**src/rtl/gcd32_arbiter.sv**
```systemverilog
// gcd32_arbiter: round-robin arbiter sharing one 32-bit GCD core among NREQ requesters.
// Ports: clk, resetn (sync, active-low); req/x_req/y_req/ack request side;
// rsp_valid/rsp_ready/rsp_data/rsp_err response side; gcd_start/gcd_x/gcd_y/gcd_done/gcd_out
// core side; busy high outside IDLE. Define GCD_ARB_TIMEOUT_EN to enable the WAIT watchdog.
module gcd32_arbiter #(
  parameter int NREQ = 4,
  parameter int TIMEOUT_CYC = 4096
) (
  input  logic                 clk,
  input  logic                 resetn,
  input  logic [NREQ-1:0]      req,
  input  logic [32*NREQ-1:0]   x_req,
  input  logic [32*NREQ-1:0]   y_req,
  output logic [NREQ-1:0]      ack,
  output logic [NREQ-1:0]      rsp_valid,
  input  logic [NREQ-1:0]      rsp_ready,
  output logic [31:0]          rsp_data,
  output logic                 rsp_err,
  output logic                 gcd_start,
  output logic [31:0]          gcd_x,
  output logic [31:0]          gcd_y,
  input  logic                 gcd_done,
  input  logic [31:0]          gcd_out,
  output logic                 busy
);
  localparam int GW = $clog2(NREQ);
  typedef enum logic [1:0] {IDLE, START, WAIT, RESP} state_t;
  state_t state, next_state;
  logic [GW-1:0] last_grant, grant, pick;
  logic tmo;
  // Walk from the farthest candidate back to the nearest so the nearest requester wins.
  always_comb begin
    pick = last_grant;
    for (int i = NREQ; i >= 1; i--)
      if (req[GW'(int'(last_grant) + i)]) pick = GW'(int'(last_grant) + i);
  end
`ifdef GCD_ARB_TIMEOUT_EN
  localparam int CW = $clog2(TIMEOUT_CYC + 1);
  logic [CW-1:0] cnt;
  // Cleared while in START so it reads zero on the first WAIT cycle.
  always_ff @(posedge clk)
    if (!resetn || state == START) cnt <= '0;
    else if (state == WAIT) cnt <= cnt + 1'b1;
  assign tmo = state == WAIT && cnt == CW'(TIMEOUT_CYC - 1);
  always_ff @(posedge clk)
    if (!resetn) rsp_err <= 1'b0;
    else if (state == WAIT && gcd_done) rsp_err <= 1'b0;
    else if (tmo) rsp_err <= 1'b1;
`else
  assign tmo = 1'b0;
  assign rsp_err = 1'b0;
`endif
  always_ff @(posedge clk)
    if (!resetn) state <= IDLE;
    else state <= next_state;
  always_comb begin
    next_state = state;
    case (state)
      IDLE:    next_state = |req ? START : IDLE;
      START:   next_state = WAIT;
      WAIT:    next_state = (gcd_done || tmo) ? RESP : WAIT;
      default: next_state = rsp_ready[grant] ? IDLE : RESP;
    endcase
  end
  always_ff @(posedge clk)
    if (!resetn) begin
      ack        <= '0;
      rsp_valid  <= '0;
      rsp_data   <= '0;
      gcd_start  <= 1'b0;
      gcd_x      <= '0;
      gcd_y      <= '0;
      grant      <= '0;
      last_grant <= GW'(NREQ - 1);
    end else begin
      ack       <= '0;
      gcd_start <= 1'b0;
      case (state)
        IDLE: if (|req) begin
          grant <= pick;
          ack   <= NREQ'(1) << pick;
          gcd_x <= x_req[32*pick +: 32];
          gcd_y <= y_req[32*pick +: 32];
        end
        START: gcd_start <= 1'b1;
        WAIT: if (gcd_done || tmo) begin
          rsp_data  <= gcd_done ? gcd_out : '0;
          rsp_valid <= NREQ'(1) << grant;
        end
        default: if (rsp_ready[grant]) begin
          rsp_valid  <= '0;
          last_grant <= grant;
        end
      endcase
    end
  assign busy = state != IDLE;
endmodule

```
**config.mk**
```make
export PLATFORM = sky130hd
export DESIGN_NAME = gcd32_arbiter
export DESIGN_NICKNAME = d
export VERILOG_FILES = /design/src/rtl/gcd32_arbiter.sv
export SDC_FILE = /design/constraint.sdc
export NUM_CORES = 1
export LEC_CHECK = 0
export ABC_AREA = 1
export BUFFER_PORTS_ARGS = -buffer_cell sky130_fd_sc_hd__buf_2
export CAP_MARGIN = 25
export CORE_AREA = 2 2 160 162
export DETAILED_ROUTE_END_ITERATION = 10
export DIE_AREA = 0 0 162 164
export HOLD_SLACK_MARGIN = 0.03
export PLACE_DENSITY = 0.49
export SYNTH_ARGS = -nofsm -noshare
export SYNTH_HDL_FRONTEND = slang
export SYNTH_SLANG_ARGS = --single-unit
```
**constraint.sdc**
```tcl
create_clock -name clk -period 2.3 [get_ports clk]
set_input_delay 0.115 -clock clk [delete_from_list [all_inputs] [get_ports clk]]
set_output_delay 0.115 -clock clk [all_outputs]
set_load 0.01 [all_outputs]
```
==> flow_summary.yaml <==
global_route:
  grt_max_degree: 89
  grt_pass1_wl_microns: 39790
  grt_overflow: 0
  grt_pass1_vias: 7445
  grt_util_all_layers: 0.1899
  antenna_found_initial: 1
clocking:
  htree_levels: 3
  clk_path_buf_depth: 2
  cts_tree: "yes"
  cts_buffers: 9
  clkTransAtPathRegs_ns: 0.08
  clkLatencyLatePin_ns: 0.36
  cts.sinks: 111
  cts-root-buf: "clkbuf_16"
  post_cts_buffers: 0
sta:
  max-slew-margin-rel: 0.6483
  setup_violations: 0
  setup_tns_ns: 0
  period_needed_ns: 1.959
  fin_crit_sh: 0.8519
  slew_violations: 0
  rsz0062_at_grt: "false"
  worst_clock_skew_ns: 0.01294
  tightest_slew_ns: 0.5220
  hold_viol_final: 0
  max_freq_ghz: 0.5104
finish:
  final_layout_size_suffix_gt1_frac: 0.3302
  instances_no_fill: 1695
  nFillCells: 2774
  areaGrowthSynthToFinish_pct: 48.37
  nNetsFinal: 1661
  regArea_sq_mm: 0.002223
  multi_input_area_sq_mm: 0.003421
  fin_util: 0.3655
floorplan:
  ioPinCount: 406
  die-area_sq_mm: 0.02657
  die_x_microns: 162
  core_area_sq_mm: 0.02482
  fp-row-count: 58
  die_h_microns: 164
  start_util: 0.2464
synthesis:
  yosysSeqAreaShare: 0.3634
  synthesis.area_sq_mm: 0.006115
  synth_nets: 1277
  synth_most_common_cell: "nand3_1"
  synth_ff_type: "dfxtp_1"
  synth.area.top_cells: "dfxtp_1 (36%), nand3_1 (27%), nand2_1 (19%), nor2_1 (4.5%), buf_2 (3.3%)"
  yosys-top-cells-count: "nand3_1 (324), nand2_1 (302), dfxtp_1 (111), nor2_1 (74), buf_2 (40)"
  synth_top_area_cell: "dfxtp_1"
  ys_warn_count: 0
  syn_area_per_cell_sq_um: 6.278
  async_flop_share: 0
  yosys.area.top_type_share: 0.3634
  synth_cell_types: 24
  synth_edf_count: 0
  ys_ff_latch: 111
  syn_inst: 974
power:
  ir_drop_v: 0.0004182
  report.power.total_mw: 9.919
  p_leak_nw: 4.822
  p_per_area_mw_per_mm2: 1093
hold_path:
  min-delay-path-class: "primary input to flip-flop"
detailed_routing:
  drt_wl_total_microns: 26180
  vias_per_cell: 4.640
  wl_per_cell_microns: 15.45
  ant_nets: 0
  vias: 7865
  drt_iter0_drc: 425
  drcViolationCount: 0
  dr.pass1.iters: 5
setup_path:
  critPathBufInv: 2
  worst_ep_arrival_time_ns: 2.26
  max_stage_delay_ns: 0.45
  worstSetupEndpointType: "flip-flop"
  worst_path_max_delay_cell: "dfxtp_2"
  cpMostUsedCell: "nand2_1"
  crit_type: "flip-flop to flip-flop"
  crit_chain: "inv_4 > nand2_1 > nand2_1 > nand2_1 > nand2_1 > nand2_1 > nand2_1 > nand2_4 > buf_12 > nand3_1 > nand3_1 > nand3_1 > nand2_1"
  cp_max_fo: 80
  cp.required_ns: 2.60
  critPathTopFamily: "simple AND/OR/NAND/NOR gates"
  start_kind: "flip-flop"
place:
  dp.cells: 1647
  globalplace.congestion: 0.8368
  port_buffers: 404
  dpl.hpwl_microns: 18930
status:
  status: "complete, no violations"
flow_run:
  drv_cap: 0
## through the flow
stage / cell area, sq um / hold slack [ns] / worst slack (ns)
3_5_place_dp: 8434 / 0.3709 / 0.2273
6_report: 9072 / 0.04269 / 0.3406
3_3_place_gp: 8434 / 0.3644 / 0.2857
2_1_floorplan: 6115 / 0.2815 / 0.5946
4_1_cts: 9066 / 0.03827 / 0.1993
5_1_grt: 9070 / 0.05638 / 0.04664
## timing repair
action | CTS | global route
endpoints found under the hold margin | 30 | 0
setup endpoints to repair | 0 | 45
hold buffers | 30 | 0
resized for setup | 0 | 1
## cells in the final DEF (no fill, tap or decap), types with 4 or more instances in the layout
master,Yosys,final
clkbuf_16,0,9
buf_2,40,404
ha_1,4,4
buf_12,0,10
a21oi_1,7,7
o21ai_0,35,35
dlygate4sd3_1,0,30
nand2_1,302,301
nor3_1,4,4
inv_1,18,18
buf_4,15,10
nand3_1,324,324
dfxtp_1,111,110
nor2_1,74,72
## final timing paths
path                      start  cells after the start           to  slack [ns]
hold / removal       gcd_out[7]                      3  rsp_data[7]        0.04
setup / recovery  last_grant[0]                     13    gcd_y[30]        0.34
setup reg to reg  last_grant[0]                     13    gcd_y[30]        0.34
hold reg to reg       gcd_x[10]                      2    gcd_x[10]        0.45
## cells by family after synthesis
group | count (synthesis) | share of synthesized area
AOI/OAI and AO/OA | 46 | 0.03888
DFF | 111 | 0.3634
and+or+nand+nor | 710 | 0.5060
adders and majority gates | 4 | 0.008185
other | 1 | 0.0006133
buffers and inverters | 102 | 0.08287
## registers in the layout (all words and copies together) (netlist names), 2 cells and up
register	count
last_grant	2
state	2
grant	2
ack	4
gcd_y	32
gcd_x	32
rsp_valid	4
rsp_data	32
## final cells by class
class / instances / share of cell area
Clock inverter: 7 / 0.01172
Multi-Input combinational cell: 761 / 0.3771
Timing Repair Buffer: 454 / 0.2863
Sequential cell: 111 / 0.2451
Antenna cell: 2 / 0.0005516
Clock buffer: 9 / 0.02482
Tap cell: 330 / 0.04551
Inverter: 21 / 0.008964
## worst register-to-register path: stages (launching register included)
cell and delay [ns]:
dfxtp_2 0.45, inv_4 0.09, nand2_1 0.06, nand2_1 0.07, nand2_1 0.08, nand2_1 0.06, nand2_1 0.13, nand2_1 0.12
nand2_4 0.12, buf_12 0.31, nand3_1 0.15, nand3_1 0.14, nand3_1 0.08, nand2_1 0.06
## per-layer routing
metal	GRT usage	share of wire	vias up
met1	0.2327	0.41	3521
met4	0.07241	0.024	0
met5	0	0	-
met2	0.3250	0.49	312
li1	-	-	3997
met3	0.04268	0.074	35
## report_power, final
part	total (mW)	internal [mW]	leakage (nW)	switching, mW
Clock	1.76	0.893	0.157	0.862
Combinational	5.18	1.94	3.75	3.24
Sequential	2.98	2.62	0.911	0.360
Total	9.92	5.46	4.82	4.46
(Power assumes the default switching activity.)
